--- src/rtl/mbist_pkg.sv ---
// mbist_pkg: FSM state type and the March C- element table used by mem_bist.
//
// Element table (index = element, ops run left to right at each address):
//   E0 up   w0
//   E1 up   r0 w1
//   E2 up   r1 w0
//   E3 down r0 w1
//   E4 down r1 w0
//   E5 up   r0
package mbist_pkg;

    typedef enum logic [2:0] {
        S_IDLE,
        S_WR,
        S_RD,
        S_CMP,
        S_DONE
    } state_t;

    localparam int NUM_ELEM = 6;
    localparam int ELEM_W   = $clog2(NUM_ELEM);

    localparam logic [ELEM_W-1:0] LAST_ELEM = ELEM_W'(NUM_ELEM - 1);

    // Per element: 1 = addresses walk high-to-low.
    localparam logic [2**ELEM_W-1:0] ELEM_DOWN    = 8'b0001_1000;
    // Per element: 1 = two ops per address, 0 = one op.
    localparam logic [2**ELEM_W-1:0] ELEM_TWO_OPS = 8'b0001_1110;

    // Op list, indexed by {element, op_index}: write flag and background
    // select (0 = B0, 1 = B1). Unused slots read as r0 and are never reached.
    localparam logic [2**(ELEM_W+1)-1:0] OP_IS_WR = 16'b0000_0010_1010_1001;
    localparam logic [2**(ELEM_W+1)-1:0] OP_BG1   = 16'b0000_0001_1001_1000;

endpackage

--- src/rtl/mbist_addr_gen.sv ---
// mbist_addr_gen: loadable up/down address counter for the March walk.
// is_last flags the terminal address for the current direction.
module mbist_addr_gen #(
    parameter int ADDR_WIDTH = 2,
    parameter int DEPTH      = 4
) (
    input  logic                  clk,
    input  logic                  res,
    input  logic                  load,
    input  logic                  load_down,
    input  logic                  step,
    input  logic                  dir_down,
    output logic [ADDR_WIDTH-1:0] addr,
    output logic                  is_last
);

    localparam logic [ADDR_WIDTH-1:0] TOP_ADDR = ADDR_WIDTH'(DEPTH - 1);

    // Load the start address of a new element, or step one word.
    always_ff @(posedge clk) begin
        if (res) begin
            addr <= '0;
        end else if (load) begin
            addr <= load_down ? TOP_ADDR : '0;
        end else if (step) begin
            addr <= dir_down ? addr - ADDR_WIDTH'(1) : addr + ADDR_WIDTH'(1);
        end
    end

    assign is_last = dir_down ? (addr == '0) : (addr == TOP_ADDR);

endmodule

--- src/rtl/mem_bist.sv ---
// mem_bist: March C- self-test controller driving a memory write/read port.
// Optional build macro MBIST_CHECKERBOARD_EN adds a second March pass with
// an alternating background whose polarity flips on odd addresses.
//
// state  | meaning
// -------+----------------------------------------------------------
// S_IDLE | waiting for start after reset
// S_WR   | one-cycle write of the current op
// S_RD   | read request; compare here when the memory reads async
// S_CMP  | sync-read data returned; compare at end of cycle
// S_DONE | test finished, results held until next start
module mem_bist #(
    parameter int DATA_WIDTH = 8,
    parameter int ADDR_WIDTH = 2,
    parameter int DEPTH      = 4,
    parameter int RD_LAT     = 1,
    parameter int ERR_W      = 8
) (
    input  logic                  clk,
    input  logic                  res,
    input  logic                  start,
    output logic                  mem_req,
    output logic                  mem_wen,
    output logic                  mem_ren,
    output logic [ADDR_WIDTH-1:0] mem_addr,
    output logic [DATA_WIDTH-1:0] mem_wr_data,
    input  logic [DATA_WIDTH-1:0] mem_rd_data,
    output logic                  busy,
    output logic                  done,
    output logic                  pass,
    output logic [ADDR_WIDTH-1:0] fail_addr,
    output logic [DATA_WIDTH-1:0] fail_exp,
    output logic [DATA_WIDTH-1:0] fail_got,
    output logic [ERR_W-1:0]      err_cnt
);

    import mbist_pkg::*;

    state_t                  state;
    logic [ELEM_W-1:0]       elem;
    logic [ELEM_W-1:0]       elem_nxt;
    logic                    op_idx;
    logic                    op_idx_nxt;
    logic                    cur_wr;
    logic                    cur_bg1;
    logic                    nxt_wr;
    logic [DATA_WIDTH-1:0]   pat;
    logic                    start_ok;
    logic                    cmp_now;
    logic                    op_end;
    logic                    mism;
    logic                    last_op;
    logic                    finish;
    logic                    ag_load;
    logic                    ag_load_down;
    logic                    ag_step;
    logic                    ag_is_last;
    logic [ADDR_WIDTH-1:0]   ag_addr;

`ifdef MBIST_CHECKERBOARD_EN
    logic pass_sel;
    logic pass_sel_nxt;

    function automatic logic [DATA_WIDTH-1:0] chk_base();
        logic [DATA_WIDTH-1:0] v;
        v = '0;
        for (int i = 0; i < DATA_WIDTH; i++) begin
            v[i] = (i % 2 == 0);
        end
        return v;
    endfunction

    localparam logic [DATA_WIDTH-1:0] CHK_B0 = chk_base();
`endif

    mbist_addr_gen #(
        .ADDR_WIDTH (ADDR_WIDTH),
        .DEPTH      (DEPTH)
    ) u_addr_gen (
        .clk       (clk),
        .res       (res),
        .load      (ag_load),
        .load_down (ag_load_down),
        .step      (ag_step),
        .dir_down  (ELEM_DOWN[elem]),
        .addr      (ag_addr),
        .is_last   (ag_is_last)
    );

    assign mem_addr = ag_addr;
    // Write data is decoded from registered sequencing state only, so it is
    // stable for the whole WR cycle; the same value is the read expectation.
    assign mem_wr_data = pat;

    // Current op decode, compare, and next-op sequencing through the table.
    always_comb begin
        cur_wr  = OP_IS_WR[{elem, op_idx}];
        cur_bg1 = OP_BG1[{elem, op_idx}];
`ifdef MBIST_CHECKERBOARD_EN
        pat = cur_bg1 ? '1 : '0;
        if (pass_sel) begin
            pat = pat ^ CHK_B0;
            if (ag_addr[0]) begin
                pat = ~pat;
            end
        end
`else
        pat = {DATA_WIDTH{cur_bg1}};
`endif
        start_ok = start && (state == S_IDLE || state == S_DONE);
        cmp_now  = (state == S_CMP) || (state == S_RD && RD_LAT == 0);
        op_end   = (state == S_WR) || cmp_now;
        mism     = cmp_now && !cur_wr && (mem_rd_data != pat);
        last_op  = (op_idx == 1'b1) || !ELEM_TWO_OPS[elem];

        elem_nxt     = elem;
        op_idx_nxt   = op_idx;
        ag_load      = 1'b0;
        ag_load_down = 1'b0;
        ag_step      = 1'b0;
        finish       = 1'b0;
`ifdef MBIST_CHECKERBOARD_EN
        pass_sel_nxt = pass_sel;
`endif
        if (start_ok) begin
            elem_nxt   = '0;
            op_idx_nxt = 1'b0;
            ag_load    = 1'b1;
`ifdef MBIST_CHECKERBOARD_EN
            pass_sel_nxt = 1'b0;
`endif
        end else if (op_end) begin
            if (!last_op) begin
                op_idx_nxt = 1'b1;
            end else begin
                op_idx_nxt = 1'b0;
                if (!ag_is_last) begin
                    ag_step = 1'b1;
                end else if (elem != LAST_ELEM) begin
                    elem_nxt     = elem + ELEM_W'(1);
                    ag_load      = 1'b1;
                    ag_load_down = ELEM_DOWN[elem_nxt];
`ifdef MBIST_CHECKERBOARD_EN
                end else if (!pass_sel) begin
                    pass_sel_nxt = 1'b1;
                    elem_nxt     = '0;
                    ag_load      = 1'b1;
`endif
                end else begin
                    finish = 1'b1;
                end
            end
        end
        nxt_wr = OP_IS_WR[{elem_nxt, op_idx_nxt}];
    end

    // Main FSM with registered port controls, status and error capture.
    always_ff @(posedge clk) begin
        if (res) begin
            state     <= S_IDLE;
            elem      <= '0;
            op_idx    <= 1'b0;
            mem_req   <= 1'b0;
            mem_wen   <= 1'b0;
            mem_ren   <= 1'b0;
            busy      <= 1'b0;
            done      <= 1'b0;
            pass      <= 1'b0;
            fail_addr <= '0;
            fail_exp  <= '0;
            fail_got  <= '0;
            err_cnt   <= '0;
`ifdef MBIST_CHECKERBOARD_EN
            pass_sel  <= 1'b0;
`endif
        end else begin
            elem   <= elem_nxt;
            op_idx <= op_idx_nxt;
`ifdef MBIST_CHECKERBOARD_EN
            pass_sel <= pass_sel_nxt;
`endif
            if (mism) begin
                if (err_cnt == '0) begin
                    fail_addr <= ag_addr;
                    fail_exp  <= pat;
                    fail_got  <= mem_rd_data;
                end
                if (err_cnt != '1) begin
                    err_cnt <= err_cnt + ERR_W'(1);
                end
            end
            case (state)
                S_IDLE, S_DONE: begin
                    if (start_ok) begin
                        fail_addr <= '0;
                        fail_exp  <= '0;
                        fail_got  <= '0;
                        err_cnt   <= '0;
                        done      <= 1'b0;
                        pass      <= 1'b0;
                        busy      <= 1'b1;
                        mem_req   <= 1'b1;
                        state     <= nxt_wr ? S_WR : S_RD;
                        mem_wen   <= nxt_wr;
                        mem_ren   <= !nxt_wr;
                    end
                end
                default: begin
                    if (state == S_RD && RD_LAT != 0) begin
                        state   <= S_CMP;
                        mem_ren <= 1'b0;
                    end else if (finish) begin
                        state   <= S_DONE;
                        busy    <= 1'b0;
                        mem_req <= 1'b0;
                        mem_wen <= 1'b0;
                        mem_ren <= 1'b0;
                        done    <= 1'b1;
                        pass    <= (err_cnt == '0) && !mism;
                    end else begin
                        state   <= nxt_wr ? S_WR : S_RD;
                        mem_wen <= nxt_wr;
                        mem_ren <= !nxt_wr;
                    end
                end
            endcase
        end
    end

endmodule

--- config.mk ---
export PLATFORM = sky130hd
export DESIGN_NAME = mem_bist
export DESIGN_NICKNAME = d
export VERILOG_FILES = /design/src/rtl/mbist_pkg.sv /design/src/rtl/mbist_addr_gen.sv /design/src/rtl/mem_bist.sv
export SDC_FILE = /design/constraint.sdc
export NUM_CORES = 1
export LEC_CHECK = 0
export ABC_AREA = 1
export ABC_CLOCK_PERIOD_IN_PS = 2200
export CORE_MARGIN = 2
export CORE_UTILIZATION = 45
export CTS_BUF_LIST = sky130_fd_sc_hd__clkbuf_16
export CTS_CLUSTER_DIAMETER = 40
export DETAILED_ROUTE_END_ITERATION = 7
export GPL_ROUTABILITY_DRIVEN = 0
export PLACE_DENSITY = 0.83
export REMOVE_ABC_BUFFERS = 1
export SYNTH_ARGS = -nofsm -noshare
export SYNTH_HDL_FRONTEND = slang
export SYNTH_SLANG_ARGS = --single-unit
--- constraint.sdc ---
create_clock -name clk -period 2.2 [get_ports clk]
set_clock_uncertainty 0.1 [all_clocks]
set_input_delay 0.33 -clock clk [delete_from_list [all_inputs] [get_ports clk]]
set_output_delay 0.33 -clock clk [all_outputs]
set_load 0.01 [all_outputs]
### Word-level counts from Yosys, hierarchy flattened

Memory sizes are Yosys's and may differ from the RTL's. A register that Yosys moved wholly into a read port is not among the register bits.
Cells that the tools add are included.

| word-level totals | value |
|---|---|
| flip-flop bits (word level) | 40 |
| ROM bits | 72 |
| input bits | 11 |
| output and inout bits | 42 |
| word-level logic and storage cells | 138 |
| memories | 6 |

Memories:

| name | words | width | rd ports | clocked after memory_dff | write ports | line | source |
|---|---|---|---|---|---|---|---|
| (no name shown) | 16 | 1 | 1 | 0 | 0 | mem_bist.sv:154 | `nxt_wr = OP_IS_WR[{elem_nxt, op_idx_nxt}];` |
| (no name shown) | 16 | 1 | 1 | 1 | 0 | mem_bist.sv:98 | `cur_bg1 = OP_BG1[{elem, op_idx}];` |
| (no name shown) | 16 | 1 | 1 | 1 | 0 | mem_bist.sv:97 | `cur_wr = OP_IS_WR[{elem, op_idx}];` |
| (no name shown) | 8 | 1 | 1 | 0 | 0 | mem_bist.sv:142 | `ag_load_down = ELEM_DOWN[elem_nxt];` |
| (no name shown) | 8 | 1 | 1 | 1 | 0 | mem_bist.sv:114 | `last_op = (op_idx == 1'b1) \|\| !ELEM_TWO_OPS[elem];` |
| (no name shown) | 8 | 1 | 1 | 1 | 0 | mem_bist.sv:85 | `.dir_down (ELEM_DOWN[elem]),` |

| operators by class | value |
|---|---|
| add/sub/neg operators | 4 |
| magnitude comparators | 4 |
| equality and inequality tests | 10 |
| muxes and demuxes | 82 |
| reductions and logical operators | 19 |

Operators by type and width:

| cell | count |
|---|---|
| $mux 8 | 12 |
| $mux 1 | 48 |
| $mux 3 | 11 |
| $mux 2 | 9 |
| $lt 4x5->1 const B | 2 |
| $add 8x1->8 const B | 1 |
| $logic_not 8->1 | 1 |
| $lt 3x4->1 const B | 2 |
| $mux 4 | 2 |
| $ne 8x8->1 | 1 |
| $ne 8x8->1 const B | 1 |
| $eq 3x2->1 const B | 2 |
| $logic_and 1x1->1 | 4 |
| $logic_not 1->1 | 4 |
| $reduce_bool 2->1 | 2 |
| $add 3x1->3 const B | 1 |
| $eq 3x1->1 const B | 1 |
| $eq 3x3->1 const B | 1 |
| $logic_not 3->1 | 1 |
| $logic_or 1x1->1 | 3 |
| $ne 3x3->1 const B | 1 |
| $reduce_and 3->1 | 1 |
| $add 2x1->2 const B | 1 |
| $eq 2x2->1 const B | 1 |
| 6 further kinds | 6 |

### Longest topological paths before layout

| logic depth | value |
|---|---|
| depth after elaboration | 13 |
| mapped depth | 14 |
| gate-level depth less buffers | 14 |

### Modules after synthesis

Synthesis repeated with hierarchy kept, for this count alone.

| second synthesis, totals | value |
|---|---|
| cell total of the unflattened synthesis | 308 |
| area total of the unflattened synthesis | 2341.0 um2 |

By module, submodules not included:

| module | times used | cells an instance | area an instance (um2) |
|---|---|---|---|
| mem_bist | 1 | 285 | 2193.4 |
| mbist_addr_gen | 1 | 23 | 147.6 |

### Worst setup path after synthesis

OpenSTA, ideal clock, no wires.

| timing path | value |
|---|---|
| path type | reg2reg |
| from | reg elem[1] |
| to | reg mem_wen |
| library setup time | 122 ps |
| arrival time | 1696 ps |
| required time | 1978 ps |
| path slack | 283 ps |
| stages on the path, launching flop included | 14 |
| path buffers | 0 |
| period minus slack after synthesis | 1917 ps |
| cells stage by stage | dfxtp_1 > inv_1 > ha_1 > nand2_1 > nand3_2 > nand2_1 > nand3_1 > ha_1 > inv_1 > nand3_1 > nand3_2 > nand2_2 > nand2_2 > a21oi_2 |

| between the ends | value |
|---|---|
| word-level cells in the longest chain between the ends | 11 |
| elaborated cells between the ends (all ways) | 18 |
| those cells by class | add/sub (1); eq/ne (1); mux (15); memory (1) |

Ends and longest elaborated chain:

| element | line | source |
|---|---|---|
| from (decl) | mem_bist.sv:40 | `logic [ELEM_W-1:0] elem;` |
| from (signal assigned) | mem_bist.sv:177 | `elem <= elem_nxt;` |
| $add 3x1->3 or $ne 3x3->1 (tied branches) | mem_bist.sv:140, mem_bist.sv:139 |  |
| $mux 3 | mem_bist.sv:139 | `end else if (elem != LAST_ELEM) begin` |
| $mux 3 | mem_bist.sv:137 | `if (!ag_is_last) begin` |
| $mux 3 | mem_bist.sv:133 | `if (!last_op) begin` |
| $mux 3 | mem_bist.sv:132 | `end else if (op_end) begin` |
| $mux 3 | mem_bist.sv:125 | `if (start_ok) begin` |
| $mem_v2 16x1 | -- |  |
| $mux 1 (implied by the code) | mem_bist.sv:154 |  |
| $mux 1 | mem_bist.sv:212 | `end else if (finish) begin` |
| $mux 1 | mem_bist.sv:209 | `if (state == S_RD && RD_LAT != 0) begin` |
| $mux 1 * | mem_bist.sv:192 | `case (state)` |
| to (signal assigned) | mem_bist.sv:204 | `mem_wen <= nxt_wr;` |
| to (signal assigned) | mem_bist.sv:222 | `mem_wen <= nxt_wr;` |
| to (decl) | mem_bist.sv:23 | `output logic mem_wen,` |

Every way passes the cells marked *; elsewhere a longest branch is shown, timed or not. The select of a mux whose other input is x is not followed.
A chain may end at the register's enable or synchronous reset.

### Worst setup path after layout

| timing path | value |
|---|---|
| from | reg elem[1] |
| to | reg state[0] |

| between the ends | value |
|---|---|
| word-level cells in the longest chain between the ends | 12 |
| elaborated cells between the ends (all ways) | 19 |
| those cells by class | add/sub (1); eq/ne (1); mux (16); memory (1) |

Ends and longest elaborated chain:

| element | line | source |
|---|---|---|
| $add 3x1->3 or $ne 3x3->1 (tied branches) | mem_bist.sv:140, mem_bist.sv:139 |  |
| $mux 3 | mem_bist.sv:139 |  |
| $mux 3 | mem_bist.sv:137 |  |
| $mux 3 | mem_bist.sv:133 |  |
| $mux 3 | mem_bist.sv:132 |  |
| $mux 3 | mem_bist.sv:125 |  |
| $mem_v2 16x1 | -- |  |
| $mux 1 (implied by the code) | mem_bist.sv:154 |  |
| $mux 2 | mem_bist.sv:203, mem_bist.sv:221 |  |
| $mux 3 | mem_bist.sv:212 |  |
| $mux 3 | mem_bist.sv:209 |  |
| $mux 3 * | mem_bist.sv:192 |  |
| to (signal assigned) | mem_bist.sv:203 | `state <= nxt_wr ? S_WR : S_RD;` |
| to (signal assigned) | mem_bist.sv:221 | `state <= nxt_wr ? S_WR : S_RD;` |
| to (decl) | mem_bist.sv:39 | `state_t state;` |

Marks and branches as above.

==> results.cfg <==
[clock_tree]
cts_max_path_buffers = 2
cts_buffers = 5
cts-root-buf = clkbuf_16
clk_latency_ns = 0.29
path_clk_slew_ns = 0.06
h-tree-depth = 2
cts_tree = built
cts.sink_count = 44

[global_routing]
grt-busiest-layer = met2
globalRouteOverflowTotal = 0
met2_usage = 0.290
antenna_found_initial = 0
grt_pass1_wl_um = 7810
grtUsageMet3 = 0.0469
grt_usage = 0.180
gr-usage-met1 = 0.229
grt_pass1_vias = 1772
grt_max_degree = 30

[synthesis]
synth_edf_count = 0
ys_top_cells_by_area = dfxtp_1 39%, inv_1 8.8%, a21oi_1 6.2%, nand2_1 6.1%, ha_1 5.5%
yosysTopAreaCell = dfxtp_1
synth_top_flop_cell = dfxtp_1
synth-seq-area-share = 0.387
synth.distinct_cells = 34
syn_area_um2 = 2270
synthCells = 297
synth_common_cells = 53 x inv_1, 44 x dfxtp_1, 37 x nand2_1, 28 x a21oi_1, 20 x o21ai_0
yosysWarnings = 0
yosysMostFrequentCell = inv_1
synthArstFlopShare = 0
avgSynthCellArea_um2 = 7.65
synth-seq-cells = 44
yosys.area.top_type_share = 0.387

[critical_path]
startpoint = elem[1]
crit_fanout = 5
crit_arrival_ns = 2.12
crit_path_end_kind = flop
rr_startpoint = elem[1]
crit_type = flop to flop
rrSetupSlack_ns = 0.16
critPathRequiredTime_ns = 2.28
startpoint_type = flop

[final_layout]
nets = 371
nFillCells = 411
drive_above_1_share = 0.131
area_delta_synth_final_pct = 32.6
diodes = 0

[die]
start_util = 0.475
dieWidth_um = 75.1
die_y_um = 75.1
dieArea_um2 = 5640
rows = 25
core_area_um2 = 4790
ioPinCount = 53

[sta]
rsz0062_at_grt = false
fin_crit_ns = 2.04
timing.final.crit_share = 0.927
final.setup.tns_ns = 0
setup_viol = 0
relSlewSlack = 0.719
slew_violations = 0
max_freq_mhz = 491
final-hold-violation-count = 0
worst_pin_slew_ns = 0.421

[placed_design]
port-buffer-count = 52
place_hpwl_um = 3770

[status]
status = complete, no violations

[detailed_routing]
drcViolationCount = 0
vias_per_cell = 4.89
wire_per_inst_um = 11.8
postRouteAntennaNets = 0
routed_wl_um = 4950
drtPass1Iterations = 4
dr_total_vias = 2045
drtIter0Drc = 72

[worst_hold_path]
worstHoldStart = fail_addr[1]
hp-class = flop to flop

[power_and_ir_drop]
p_leak_nw = 1.20
powerDensity_nw_per_um2 = 702
power_w = 0.00212
ir_drop_mv = 0.470

[run]
max-cap-violations = 0
==> cells in the final DEF, fill, tap and decap left out, types with 7 or more instances in the layout <==
master and count:
inv_1 54, clkdlybuf4s50_1 52, dfxtp_1 43, nand2_1 37, a21oi_1 28, o21ai_0 20
nand3_1 18, nor2_1 15, ha_1 10, nand2_2 8, buf_4 8, nor3_1 7
==> cell type report <==
type	count	area [µm²]	area share
multi-input cells	182	1070	0.356
flip-flops and latches	44	882	0.293
repair buffers	61	601	0.199
inverters	56	210	0.0697
clock buffers	5	125	0.0415
well taps	67	83.8	0.0278
clock inverters	3	38.8	0.0129
==> cells by family after synthesis <==
logic type	share of synthesized area
xor+xnor	0.0193
simple gates	0.255
fa+ha+maj	0.0550
flops	0.387
compound gates	0.143
buf+inv	0.140
==> stage by stage <==
| step | cell area (µm²) | utilization | worst slack (ns) | hold WS [ns] | std cells |
|---|---|---|---|---|---|
| floorplan | 2160 | - | -0.261 | 0.299 | 282 |
| global placement | 2850 | 0.595 | 0.186 | 0.330 | 410 |
| detailed placement | 2850 | 0.595 | 0.148 | 0.334 | 410 |
| CTS | 3010 | 0.630 | 0.165 | 0.344 | 418 |
| global route | 3010 | 0.630 | 0.00704 | 0.366 | 418 |
| finish | 3010 | 0.630 | 0.161 | 0.341 | 418 |
==> critical path: stages, from the launching register on <==
cell	delay, ns
dfxtp_1	0.36
inv_1	0.06
ha_1	0.19
nand2_1	0.15
nand3_2	0.15
nand2_1	0.13
nand3_1	0.09
ha_1	0.29
inv_1	0.05
nand3_1	0.08
nand3_2	0.09
nand2_2	0.06
nand2_2	0.07
a21oi_2	0.05
==> sequential cells by signal (all words and copies together) (netlist names), named ones only <==
signal / flops
state: 3
mem_wen: 1
fail_got: 8
cur_bg1: 1
fail_exp: 8
cur_wr: 1
done: 1
mem_ren: 1
pass: 1
u_addr_gen.dir_down: 1
u_addr_gen.addr: 2
op_idx: 1
busy: 1
fail_addr: 2
err_cnt: 8
elem: 3
==> report_power, final <==
part	switching [W]	leakage, nW	internal (W)
Sequential	0.0000332	0.357	0.000837
Clock	0.000308	0.0850	0.000529
Combinational	0.000222	0.761	0.000186
Total	0.000563	1.20	0.00155
==> what timing repair did <==
item,in CTS,in global routing
buffers inserted,0,0
hold buffers,0,0
endpoints found under the setup margin,0,2
gates resized for setup,0,1
==> path summary, 6_finish.rpt <==
| check | to | cells after the start |
|---|---|---|
| max | state[0] | 13 |
| min reg2reg | fail_addr[1] | 2 |
| max reg2reg | state[0] | 13 |
| min | fail_addr[1] | 2 |
==> layer usage <==
layer	wire (µm)	vias to the layer above
li1	-	1058
met1	2320	926
met2	2220	51
met3	305	10
met4	100	0
met5	0	-
(Power assumes the default switching activity.)
